### src/rtl/nibble_add_pkg.sv
// rtl/nibble_add_pkg.sv - shared types and sizing helpers for the nibble-serial adder
package nibble_add_pkg;

    localparam int NIB_W = 4;

    typedef enum logic {
        IDLE = 1'b0,
        ADD  = 1'b1
    } state_t;

    // One spare bit so the count to NIBBLES-1 never wraps, even for NIBBLES=1.
    function automatic int cnt_width(input int nibbles);
        return $clog2(nibbles) + 1;
    endfunction

endpackage

### src/rtl/nibble_add_seq_add4_slice.sv
// rtl/nibble_add_seq_add4_slice.sv - combinational 4-bit ripple-carry adder slice
module add4_slice (
    output logic [3:0] Sum,
    output logic       co,
    input  logic [3:0] A,
    input  logic [3:0] B,
    input  logic       cin
);

    logic [4:0] w_c;

    assign w_c[0] = cin;

    for (genvar i = 0; i < 4; i++) begin : g_bit
        assign Sum[i]   = A[i] ^ B[i] ^ w_c[i];
        assign w_c[i+1] = (A[i] & B[i]) | (w_c[i] & (A[i] ^ B[i]));
    end

    assign co = w_c[4];

endmodule

### src/rtl/nibble_add_seq.sv
// rtl/nibble_add_seq.sv - nibble-serial wide adder; NIBBLE_ADD_SEQ_SUB_EN adds a subtract mode
module nibble_add_seq
    import nibble_add_pkg::*;
#(
    parameter int NIBBLES = 4
) (
    input  logic                     clk,
    input  logic                     rst,
    input  logic                     start,
    input  logic [NIB_W*NIBBLES-1:0] a,
    input  logic [NIB_W*NIBBLES-1:0] b,
    input  logic                     cin,
`ifdef NIBBLE_ADD_SEQ_SUB_EN
    input  logic                     sub,
`endif
    output logic                     busy,
    output logic                     done,
    output logic [NIB_W*NIBBLES-1:0] sum,
    output logic                     cout
);

    localparam int W     = NIB_W * NIBBLES;
    localparam int CNT_W = cnt_width(NIBBLES);

    state_t           r_state;
    state_t           w_state_nxt;
    logic [W-1:0]     r_a_sh;
    logic [W-1:0]     r_b_sh;
    logic [W-1:0]     r_acc_sh;
    logic [W-1:0]     r_sum;
    logic             r_carry;
    logic             r_cout;
    logic             r_done;
    logic [CNT_W-1:0] r_cnt;

    logic [W-1:0]     w_acc_nxt;
    logic [W-1:0]     w_b_in;
    logic             w_cin_in;
    logic [3:0]       w_slice_sum;
    logic             w_slice_co;
    logic             w_accept;
    logic             w_last;

`ifdef NIBBLE_ADD_SEQ_SUB_EN
    // a - b - cin == a + ~b + ~cin; a final carry of 1 means no borrow.
    assign w_b_in   = sub ? ~b : b;
    assign w_cin_in = sub ? ~cin : cin;
`else
    assign w_b_in   = b;
    assign w_cin_in = cin;
`endif

    add4_slice u_slice (
        .Sum (w_slice_sum),
        .co  (w_slice_co),
        .A   (r_a_sh[NIB_W-1:0]),
        .B   (r_b_sh[NIB_W-1:0]),
        .cin (r_carry)
    );

    if (NIBBLES == 1) begin : g_acc_one
        assign w_acc_nxt = w_slice_sum;
    end else begin : g_acc_many
        assign w_acc_nxt = {w_slice_sum, r_acc_sh[W-1:NIB_W]};
    end

    always_comb begin
        w_state_nxt = r_state;
        w_accept    = 1'b0;
        w_last      = 1'b0;
        case (r_state)
            IDLE: begin
                if (start) begin
                    w_accept    = 1'b1;
                    w_state_nxt = ADD;
                end
            end
            ADD: begin
                w_last = (r_cnt == CNT_W'(NIBBLES - 1));
                if (w_last) begin
                    w_state_nxt = IDLE;
                end
            end
            default: w_state_nxt = IDLE;
        endcase
    end

    always_ff @(posedge clk) begin
        if (rst) begin
            r_state <= IDLE;
        end else begin
            r_state <= w_state_nxt;
        end
    end

    always_ff @(posedge clk) begin
        if (rst) begin
            r_a_sh   <= '0;
            r_b_sh   <= '0;
            r_acc_sh <= '0;
            r_carry  <= 1'b0;
            r_cnt    <= '0;
            r_sum    <= '0;
            r_cout   <= 1'b0;
            r_done   <= 1'b0;
        end else begin
            r_done <= 1'b0;
            if (w_accept) begin
                r_a_sh  <= a;
                r_b_sh  <= w_b_in;
                r_carry <= w_cin_in;
                r_cnt   <= '0;
            end else if (r_state == ADD) begin
                r_a_sh   <= r_a_sh >> NIB_W;
                r_b_sh   <= r_b_sh >> NIB_W;
                r_acc_sh <= w_acc_nxt;
                r_carry  <= w_slice_co;
                r_cnt    <= r_cnt + CNT_W'(1);
                if (w_last) begin
                    r_sum  <= w_acc_nxt;
                    r_cout <= w_slice_co;
                    r_done <= 1'b1;
                end
            end
        end
    end

    assign busy = (r_state == ADD);
    assign done = r_done;
    assign sum  = r_sum;
    assign cout = r_cout;

endmodule

### config.mk
export PLATFORM = sky130hd
export DESIGN_NAME = nibble_add_seq
export DESIGN_NICKNAME = d
export VERILOG_FILES = /design/src/rtl/nibble_add_pkg.sv /design/src/rtl/nibble_add_seq_add4_slice.sv /design/src/rtl/nibble_add_seq.sv
export SDC_FILE = /design/constraint.sdc
export NUM_CORES = 1
export LEC_CHECK = 0
export CORE_ASPECT_RATIO = 0.5
export CORE_UTILIZATION = 38
export DETAILED_ROUTE_END_ITERATION = 12
export PLACE_DENSITY = 0.65
export SLEW_MARGIN = 10
export SYNTH_ARGS = -nofsm -noshare
export SYNTH_HDL_FRONTEND = slang
export SYNTH_SLANG_ARGS = --single-unit
### constraint.sdc
create_clock -name clk -period 2.8 [get_ports clk]
set_input_delay 0.28 -clock clk [delete_from_list [all_inputs] [get_ports clk]]
set_output_delay 0.28 -clock clk [all_outputs]
set_load 0.05 [all_outputs]
==> impl_metrics.py, run 1 <==
metrics = {
    "clock_network": {
        "postCtsHoldBufs": 0,
        "path_clk_slew_ns": 0.05,
        "clkLatencyLatePin_ns": 0.33,
        "clk_path_buf_depth": 2,
        "cts-root-buf": "clkbuf_16",
        "clock-sinks": 67,
        "cts_setup_buffers": 0,
        "numCtsBuffers": 9,
        "cts_tree": "done",
        "htreeDepth": 3,
        "post_cts_resize_count": 0,
    },
    "routing": {
        "firstDrtPassIters": 4,
        "vias": 2118,
        "drc": 0,
        "ant_nets": 0,
        "totalWireLength_mm": 5.924,
        "vias_per_cell": 4.937,
        "drtIter0Drc": 172,
        "avgRoutedWirePerCell_microns": 13.81,
    },
    "floorplan": {
        "core_sq_um": 7432,
        "die_area_sq_um": 8183,
        "start_util": 0.3990,
        "io_pins": 55,
        "die_w_microns": 126.9,
        "die_h_microns": 64.47,
        "rows": 22,
    },
    "pwr": {
        "clock_power_share": 0.454,
        "combPwrFrac": 0.107,
        "seqPwrFrac": 0.439,
        "p_leak_uw": 0.001452,
        "powerDensity_nw_per_um2": 640.2,
        "power.internal_uw": 1832,
        "irDropWorstVdd_v": 0.0003451,
        "sw_frac_of_total": 0.2321,
        "p_switching_uw": 553.8,
    },
    "timing": {
        "hold_viol_final": 0,
        "slew_violations": 0,
        "rsz0062_at_grt": "false",
        "layout_min_cycle_time_ns": 2.275,
        "period_share": 0.8125,
        "clock_skew_ns": 0.005114,
        "max_freq_ghz": 0.4396,
        "max_slew_margin": 0.3193,
        "layout_setup_ws_ns": 0.5251,
        "worst_pin_slew_ns": 1.021,
        "final-setup-viol-count": 0,
        "fin_setup_tns_ns": 0,
    },
    "grt": {
        "track_usage": 0.1600,
        "grt_pass1_wl_mm": 9.825,
        "grt_max_degree": 57,
        "grt_pass1_vias": 2012,
        "grt_antenna_before_repair": 0,
        "overflow": 0,
    },
    "yosys": {
        "synth_top_area_cell": "dfxtp_1",
        "yosysUniqueCellTypes": 25,
        "synthFlopType": "dfxtp_1",
        "synth_edf_count": 0,
        "synth.area.top_cells": "dfxtp_1 45%, mux2i_1 15%, a211oi_1 6.3%, nor2b_1 5.1%, a21bo_2 4.7%",
        "ys_seq_area_frac": 0.4523,
        "synth_seq_cells": 67,
        "syn_nets": 329,
        "yosysWarnings": 0,
        "async_flop_share": 0,
        "synth_top_area_frac": 0.4523,
        "synth.avg_cell_area_sq_um": 10.33,
        "syn_area_sq_um": 2965,
        "synthCells": 287,
    },
    "layout": {
        "synthToLayoutAreaGrowth_pct": 25.70,
        "diodes": 0,
        "drive_gt1_frac": 0.1081,
        "layout.nets": 370,
        "final_cells": 429,
        "nFillCells": 672,
    },
    "worst_setup_path": {
        "worst-path-buf-inv": 3,
        "r2r_end": "sum[15]$_SDFFE_PP0P_",
        "reg2reg_from": "r_a_sh[0]$_SDFFE_PP0P_",
        "reg2reg_slack_ns": 0.53,
        "crit_slowest_cell": "fa_1",
        "path_class": "reg -> reg",
        "cp-end-kind": "flop",
        "crit_fanout": 2,
        "cp-start-kind": "flop",
        "r2r_cells": 8,
        "crit_family": "adder cells",
        "critical_path_required_ns": 3.04,
        "slowest_delay_ns": 0.42,
        "crit_top_cell": "fa_1",
        "arrival_ns": 2.52,
        "cp_cell_sequence": "fa_1 > inv_1 > fa_1 > inv_1 > fa_1 > inv_1 > fa_1 > a311oi_1",
    },
    "run": {
        "drv_cap": 0,
    },
    "placement": {
        "port_buffers": 54,
        "dp_hpwl_mm": 3.820,
        "detailedPlace.worstSlack_ns": 0.5285,
        "finalWeightedCongestion": 0.7122,
        "dp_cells": 413,
    },
    "outcome": {
        "status": "complete, no violations",
    },
    "hold_path": {
        "worstHoldEndpoint": "r_a_sh[3]$_SDFFE_PP0P_",
        "timing.hold.worst_path_depth": 2,
        "hold_class": "in -> reg",
        "min_from": "rst",
    },
}
-- metal layers --
layer | track usage | share of wire
met4 | 0.08482 | 0.020
met5 | 0 | 0
met2 | 0.2479 | 0.45
met1 | 0.1964 | 0.49
met3 | 0.05780 | 0.042
-- registers in the layout, summed over array words and instances (netlist names) --
signal,flops
r_a_sh,16
r_b_sh,16
sum,16
r_acc_sh,12
r_cnt,3
busy,1
cout,1
done,1
r_carry,1
-- power groups by stage --
stage	Combinational, uW	Sequential, uW	Clock [uW]
4_1_cts	259	1050	1110
3_3_place_gp	250	1060	0
6_report	256	1050	1080
2_1_floorplan	195	1060	0
5_1_grt	283	1050	1150
3_5_place_dp	258	1070	0
-- cell usage in the layout (no fill, tap or decap) --
master,count
dfxtp_1,66
clkdlybuf4s50_1,52
mux2i_1,43
a211oi_1,25
nor2b_1,24
a21oi_1,22
nor2_1,21
nand3_1,14
a21bo_2,14
clkbuf_16,9
inv_1,8
fa_1,4
clkbuf_8,4
or3b_1,3
nand2b_1,3
a311oi_1,3
buf_4,3
nand2_1,2
ha_1,2
clkbuf_1,2
buf_2,2
inv_2,1
a21o_1,1
or2_0,1
a211oi_2,1
or2b_1,1
dfxtp_2,1
clkinv_2,1
-- kinds of logic after synthesis --
family,share of synthesized area
and+or+nand+nor,0.1232
DFF,0.4523
AOI/OAI and AO/OA,0.1633
muxes,0.1451
buffers and inverters,0.08059
adders and majority gates,0.03544
-- final cells by class --
| type | count | area [sq um] | share of cell area |
|---|---|---|---|
| sequential | 67 | 1343 | 0.3602 |
| inverter | 9 | 33.78 | 0.009063 |
| clock inverter | 1 | 5.005 | 0.001343 |
| tap | 96 | 120.1 | 0.03223 |
| timing repair buffer | 57 | 553.0 | 0.1484 |
| clock buffer | 15 | 287.8 | 0.07721 |
| multi-input combinational | 184 | 1385 | 0.3716 |
-- worst register-to-register path, delay by kind of cell (launching register included) --
kind / cells / cell delay (ns)
adder cells (fa/ha/maj): 4 / 1.37
flip-flops: 1 / 0.33
AO/OA/AOI/OAI: 1 / 0.27
buffers and inverters: 3 / 0.20
-- Yosys cell counts (4+ instances only) --
cell type / count
buf_6: 4
a21oi_1: 22
buf_4: 4
clkbuf_1: 8
nand3_1: 14
buf_2: 8
nor2_1: 21
a211oi_1: 25
inv_1: 8
fa_1: 4
nor2b_1: 24
dfxtp_1: 67
mux2i_1: 43
a21bo_2: 14
-- worst max-delay path by stage --
| stage | from | endpoint | depth (start not counted) |
|---|---|---|---|
| 2_1_floorplan | r_a_sh[0]$_SDFFE_PP0P_ | sum[15]$_SDFFE_PP0P_ | 8 |
| 3_3_place_gp | r_a_sh[0]$_SDFFE_PP0P_ | sum[15]$_SDFFE_PP0P_ | 8 |
| 3_5_place_dp | r_a_sh[0]$_SDFFE_PP0P_ | sum[15]$_SDFFE_PP0P_ | 8 |
| 4_1_cts | r_a_sh[0]$_SDFFE_PP0P_ | sum[15]$_SDFFE_PP0P_ | 8 |
| 5_1_grt | r_a_sh[0]$_SDFFE_PP0P_ | sum[15]$_SDFFE_PP0P_ | 8 |
| 6_report | r_a_sh[0]$_SDFFE_PP0P_ | sum[15]$_SDFFE_PP0P_ | 8 |
-- metrics by stage --
stage                     area, sq um  total power (uW)    util  hold slack [ns]
final                            3727              2386  0.5015           0.2965
after global placement           3435              1315  0.4621           0.4568
after global routing             3727              2485  0.5015           0.3073
after detailed placement         3435              1325  0.4621           0.4622
after CTS                        3727              2412  0.5015           0.2937
after floorplan                  2965              1250       -           0.4272
Power figures use the tool's default switching activity.
==> run 2, diff against run 1 <==
--- a/config.mk
+++ b/config.mk
@@ -8,7 +8,7 @@
 export CORE_ASPECT_RATIO = 0.5
 export CORE_UTILIZATION = 38
 export DETAILED_ROUTE_END_ITERATION = 12
-export PLACE_DENSITY = 0.65
+export PLACE_DENSITY = 0.68
 export SLEW_MARGIN = 10
 export SYNTH_ARGS = -nofsm -noshare
 export SYNTH_HDL_FRONTEND = slang
==> constraint.sdc (replaced) <==
create_clock -name clk -period 1.89 [get_ports clk]
set_input_delay 0.189 -clock clk [delete_from_list [all_inputs] [get_ports clk]]
set_output_delay 0.189 -clock clk [all_outputs]
set_load 0.05 [all_outputs]
==> run 2 against run 1 <==
Compared with the run above: the run now ends with setup timing left; combinational power increased by 56%; worst setup slack got worse by 0.79 ns; first-iteration DRC count decreased by 54%; sequential power increased by 49%; highest routed layer unchanged.
==> impl_metrics.py, run 2 (synthesis results as in run 1) <==
metrics = {
    "timing": {
        "max_slew_margin": 0.5958,
        "slew_violations": 0,
        "period_share": 1.138,
        "final-setup-viol-count": 4,
        "max_freq_ghz": 0.4650,
        "hold_viol_final": 0,
        "layout_min_cycle_time_ns": 2.151,
        "worst_pin_slew_ns": 0.6063,
        "layout_setup_ws_ns": -0.2608,
        "clock_skew_ns": 0.004517,
        "fin_setup_tns_ns": -0.5068,
        "rsz0062_at_grt": "true",
    },
    "pwr": {
        "total_power_uw": 3524,
        "sw_frac_of_total": 0.2249,
        "powerDensity_nw_per_um2": 929.8,
        "clock_power_share": 0.445,
        "combPwrFrac": 0.113,
        "p_leak_uw": 0.001472,
        "seqPwrFrac": 0.442,
        "p_switching_uw": 792.4,
        "power.internal_uw": 2731,
        "irDropWorstVdd_v": 0.0004859,
    },
    "layout": {
        "layout.nets": 373,
        "layout_common_cells": "63 x dfxtp_1, 51 x clkdlybuf4s50_1, 43 x mux2i_1, 25 x a211oi_1, 24 x nor2b_1",
        "final_common_cell": "dfxtp_1",
        "final_cell_area_sq_um": 3790,
        "synthToLayoutAreaGrowth_pct": 27.81,
        "drive_gt1_frac": 0.1518,
        "nFillCells": 649,
        "diodes": 0,
    },
    "outcome": {
        "violations": "setup timing",
        "status": "finished with violations",
    },
    "placement": {
        "finalWeightedCongestion": 0.7535,
        "port_buffers": 54,
        "dp_hpwl_mm": 3.929,
        "place_area_sq_um": 3488,
    },
    "grt": {
        "grt_max_degree": 60,
        "overflow": 0,
        "track_usage": 0.1520,
        "grt_pass1_wl_mm": 9.722,
        "grt_antenna_before_repair": 0,
        "grt_pass1_vias": 2069,
    },
    "clock_network": {
        "cts-root-buf": "clkbuf_16",
        "clock-sinks": 67,
        "numCtsBuffers": 9,
        "clk_path_buf_depth": 2,
        "clkLatencyLatePin_ns": 0.32,
        "path_clk_slew_ns": 0.05,
        "cts_tree": "done",
        "htreeDepth": 3,
    },
    "hold_path": {
        "hold_class": "in -> reg",
    },
    "routing": {
        "totalWireLength_mm": 5.785,
        "ant_nets": 0,
        "drc": 0,
        "vias_per_cell": 4.968,
        "avgRoutedWirePerCell_microns": 13.39,
        "vias": 2146,
        "firstDrtPassIters": 4,
        "drtIter0Drc": 79,
    },
    "worst_setup_path": {
        "crit_start": "r_carry$_SDFFE_PP0P_",
        "path_class": "reg -> reg",
        "r2r_cells": 8,
        "reg2reg_slack_ns": -0.26,
        "arrival_ns": 2.38,
        "r2r_end": "sum[15]$_SDFFE_PP0P_",
        "cp-end-kind": "flop",
        "reg2reg_from": "r_carry$_SDFFE_PP0P_",
        "cp-start-kind": "flop",
        "crit_fanout": 2,
        "worstSetupEndpoint": "sum[15]$_SDFFE_PP0P_",
        "critical_path_required_ns": 2.12,
    },
    "floorplan": {
        "die_h_microns": 64.47,
        "rows": 22,
        "die_area_sq_um": 8183,
        "start_util": 0.3990,
        "core_sq_um": 7432,
        "die_w_microns": 126.9,
        "io_pins": 55,
    },
    "run": {
        "drv_cap": 0,
    },
}
==> run 2: final cells by class <==
cell class                 count  area [sq um]  share of cell area
tap                           96         120.1             0.03169
inverter                       9         33.78            0.008914
multi-input combinational    184          1399              0.3691
clock inverter                 1         5.005            0.001321
clock buffer                  15         287.8             0.07593
sequential                    67          1346              0.3552
timing repair buffer          60         598.1              0.1578
==> run 2: worst min path at each step <==
stage                                        start                 endpoint  slack, ns  cells past startpoint
after floorplan                              a[12]  r_a_sh[12]$_SDFFE_PP0P_       0.34                      2
final                                        start          busy$_SDFF_PP0_       0.46                      3
after global placement    r_acc_sh[7]$_SDFFE_PP0P_      sum[3]$_SDFFE_PP0P_       0.45                      2
after global routing                         start          busy$_SDFF_PP0_       0.47                      3
after detailed placement  r_acc_sh[6]$_SDFFE_PP0P_      sum[2]$_SDFFE_PP0P_       0.46                      2
after CTS                                    start          busy$_SDFF_PP0_       0.46                      3
==> run 2: power by group through the flow <==
stage | combinational [uW] | sequential (uW) | clock [uW]
final | 399 | 1560 | 1570
after global routing | 439 | 1560 | 1670
after CTS | 399 | 1560 | 1600
after detailed placement | 397 | 1580 | 0
after global placement | 385 | 1580 | 0
after floorplan | 292 | 1560 | 0
==> run 2: critical path, stage by stage (launching register included) <==
cell and delay, ns:
dfxtp_2 0.33, fa_2 0.39, inv_2 0.06, fa_2 0.19
inv_2 0.04, fa_2 0.33, inv_2 0.07, fa_2 0.44
a311oi_1 0.21
==> run 2: per-layer routing <==
layer	up-vias	global-route usage	part of all wire
met5	-	0	0
li1	1087	-	-
met3	8	0.04294	0.042
met1	1011	0.1837	0.46
met4	0	0.06696	0.014
met2	40	0.2555	0.49
==> run 2: timing repair <==
item / CTS / global route
pin swaps: 1 / 1
gates resized for setup: 2 / 3
setup buffers: 0 / 0
gates cloned: 0 / 0
hold buffers: 0 / 0
endpoints found under the setup margin: 4 / 4
==> run 2: through the flow <==
| step | setup slack, ns | cells | utilization | hold WS (ns) |
|---|---|---|---|---|
| 2_1_floorplan | -0.1335 | 287 | - | 0.3362 |
| 3_3_place_gp | -0.1708 | 416 | 0.4694 | 0.4520 |
| 3_5_place_dp | -0.2451 | 416 | 0.4694 | 0.4621 |
| 4_1_cts | -0.2540 | 432 | 0.5089 | 0.4622 |
| 5_1_grt | -0.3137 | 432 | 0.5099 | 0.4730 |
| 6_report | -0.2608 | 432 | 0.5099 | 0.4582 |
==> run 3, diff against run 2 <==
--- a/config.mk
+++ b/config.mk
@@ -5,6 +5,7 @@
 export SDC_FILE = /design/constraint.sdc
 export NUM_CORES = 1
 export LEC_CHECK = 0
+export ABC_AREA = 1
 export CORE_ASPECT_RATIO = 0.5
 export CORE_UTILIZATION = 38
 export DETAILED_ROUTE_END_ITERATION = 12
==> run 3 against run 2 <==
Compared with the run above: the flow still finishes with violations (setup timing); via count grew 14%; power shrank 1.9%; sequential power shrank 3%; cell count grew 22%; first-iteration DRC count grew to 2.7 times the previous value; critical path type unchanged; highest routed layer unchanged.
==> impl_metrics.py, run 3 <==
metrics = {
    "yosys": {
        "yosysUniqueCellTypes": 19,
        "async_flop_share": 0,
        "synth_top_area_frac": 0.4752,
        "synth.most_common_cell": "nand2_1",
        "ys_seq_area_frac": 0.4752,
        "syn_nets": 420,
        "synth_top_area_cell": "dfxtp_1",
        "synth_seq_cells": 67,
        "synthCells": 378,
        "synthFlopType": "dfxtp_1",
        "synth.avg_cell_area_sq_um": 7.467,
        "synth_commonest_cells": "119 x nand2_1, 67 x dfxtp_1, 67 x nand3_1",
        "syn_area_sq_um": 2823,
        "synth.area.top_cells": "dfxtp_1 48%, nand2_1 16%, nand3_1 12%, inv_1 5.1%, o21ai_0 3.2%",
        "synth_edf_count": 0,
        "yosysWarnings": 0,
    },
    "routing": {
        "ant_nets": 0,
        "totalWireLength_mm": 6.061,
        "vias_per_cell": 4.625,
        "vias": 2442,
        "firstDrtPassIters": 4,
        "drtIter0Drc": 216,
        "drc": 0,
        "avgRoutedWirePerCell_microns": 11.48,
    },
    "grt": {
        "track_usage": 0.1761,
        "grt_antenna_before_repair": 0,
        "grt_pass1_vias": 2241,
        "overflow": 0,
        "grt_max_degree": 48,
        "grt_pass1_wl_mm": 10.31,
    },
    "timing": {
        "final-setup-viol-count": 3,
        "max_freq_ghz": 0.5015,
        "max_slew_margin": 0.5917,
        "layout_setup_ws_ns": -0.1040,
        "slew_violations": 0,
        "rsz0062_at_grt": "true",
        "period_share": 1.055,
        "clock_skew_ns": 0.003053,
        "hold_viol_final": 0,
        "layout_min_cycle_time_ns": 1.994,
        "worst_pin_slew_ns": 0.6115,
    },
    "outcome": {
        "status": "finished with violations",
        "violations": "setup timing",
    },
    "clock_network": {
        "path_clk_slew_ns": 0.05,
        "cts-root-buf": "clkbuf_16",
        "numCtsBuffers": 9,
        "clock-sinks": 67,
        "postCtsHoldBufs": 0,
        "clkLatencyLatePin_ns": 0.33,
        "clk_path_buf_depth": 2,
        "cts_tree": "done",
        "htreeDepth": 3,
    },
    "worst_setup_path": {
        "cp-start-kind": "flop",
        "cp-end-kind": "flop",
        "crit_slowest_cell": "fa_1",
        "cp_cell_sequence": "fa_2 > inv_2 > fa_2 > inv_2 > fa_2 > inv_2 > fa_1 > a21oi_2",
        "slowest_delay_ns": 0.42,
        "critical_path_required_ns": 2.16,
        "reg2reg_slack_ns": -0.10,
        "path_class": "reg -> reg",
        "crit_fanout": 2,
        "r2r_cells": 8,
        "reg2reg_from": "r_carry$_SDFFE_PP0P_",
        "r2r_end": "r_acc_sh[15]$_SDFFE_PP0P_",
        "arrival_ns": 2.26,
    },
    "layout": {
        "synthToLayoutAreaGrowth_pct": 32.14,
        "layout.nets": 473,
        "final_common_cell": "nand2_1",
        "final_cell_area_sq_um": 3730,
        "layout_common_cells": "119 x nand2_1, 67 x nand3_1, 63 x dfxtp_1, 53 x clkdlybuf4s50_1, 35 x inv_1",
        "drive_gt1_frac": 0.09862,
        "diodes": 0,
    },
    "placement": {
        "finalWeightedCongestion": 0.7512,
        "place_area_sq_um": 3431,
        "dp_hpwl_mm": 4.072,
        "detailedPlace.worstSlack_ns": -0.1153,
        "port_buffers": 54,
    },
    "hold_path": {
        "hold_class": "in -> reg",
        "worstHoldEndpoint": "r_b_sh[12]$_SDFFE_PP0P_",
        "min_from": "b[12]",
        "timing.hold.worst_path_depth": 3,
    },
    "pwr": {
        "powerDensity_nw_per_um2": 926.8,
        "irDropWorstVdd_v": 0.0005124,
        "p_leak_uw": 0.001734,
    },
    "floorplan": {
        "die_w_microns": 123.9,
        "die_area_sq_um": 7798,
        "core_sq_um": 6937,
        "start_util": 0.4069,
        "die_h_microns": 62.95,
        "io_pins": 55,
        "rows": 21,
    },
    "run": {
        "drv_cap": 0,
    },
}
run 3: worst max-delay path by stage:
stage                         startpoint                   endpoint  slack [ns]  cells past startpoint
floorplan           r_carry$_SDFFE_PP0P_  r_acc_sh[15]$_SDFFE_PP0P_       -0.03                      8
global placement    r_carry$_SDFFE_PP0P_  r_acc_sh[15]$_SDFFE_PP0P_       -0.07                      8
detailed placement  r_carry$_SDFFE_PP0P_  r_acc_sh[15]$_SDFFE_PP0P_       -0.12                      8
CTS                 r_carry$_SDFFE_PP0P_  r_acc_sh[15]$_SDFFE_PP0P_       -0.10                      8
global route        r_carry$_SDFFE_PP0P_  r_acc_sh[15]$_SDFFE_PP0P_       -0.21                      8
finish              r_carry$_SDFFE_PP0P_  r_acc_sh[15]$_SDFFE_PP0P_       -0.10                      8
run 3: layout make-up:
type                    instances  area, sq um
inverters                      40        150.1
well taps                      92        115.1
multi-input cells             248         1180
clock buffers                  15        287.8
repair buffers                 65        645.6
flip-flops and latches         67         1346
fillers                       681         3207
clock inverters                 1        5.005
run 3: power by group:
group / internal (uW) / switching (uW)
clock network: 1030 / 571
logic: 159 / 175
registers: 1480 / 42.5
run 3: metrics by stage:
stage / power [uW] / cells / hold WS [ns] / TNS (ns) / util
final: 3457 / 528 / 0.4075 / -0.2904 / 0.5377
after global placement: 1877 / 512 / 0.4295 / -0.1627 / 0.4946
after global routing: 3611 / 528 / 0.4202 / -0.6427 / 0.5377
after CTS: 3494 / 528 / 0.3997 / -0.2902 / 0.5372
after detailed placement: 1883 / 512 / 0.4344 / -0.3174 / 0.4946
after floorplan: 1753 / 378 / 0.3319 / -0.06342 / -
run 3: metal layers:
| layer | vias up | global-route usage | routed length (microns) |
|---|---|---|---|
| li1 | 1298 | - | - |
| met1 | 1075 | 0.2304 | 3079 |
| met2 | 61 | 0.2521 | 2528 |
| met3 | 8 | 0.06569 | 328 |
| met4 | 0 | 0.08584 | 125 |
| met5 | - | 0 | 0 |
run 3: cell families after synthesis:
group	Yosys count	share of synthesized area
flops	67	0.4752
simple gates	209	0.3169
compound gates	32	0.05674
fa+ha+maj	6	0.03723
buf+inv	63	0.1108
xor+xnor	1	0.003103
run 3: critical path: cells and delay by family, from the launching register on:
| family | cells | cell delay [ns] |
|---|---|---|
| flops | 1 | 0.33 |
| buf+inv | 3 | 0.17 |
| compound gates | 1 | 0.13 |
| fa+ha+maj | 4 | 1.30 |
run 3: repair_timing:
item                       in CTS  in global routing
resized for setup               3                  1
setup endpoints to repair       3                  4
setup buffers                   0                  0
pin swaps                       1                  0
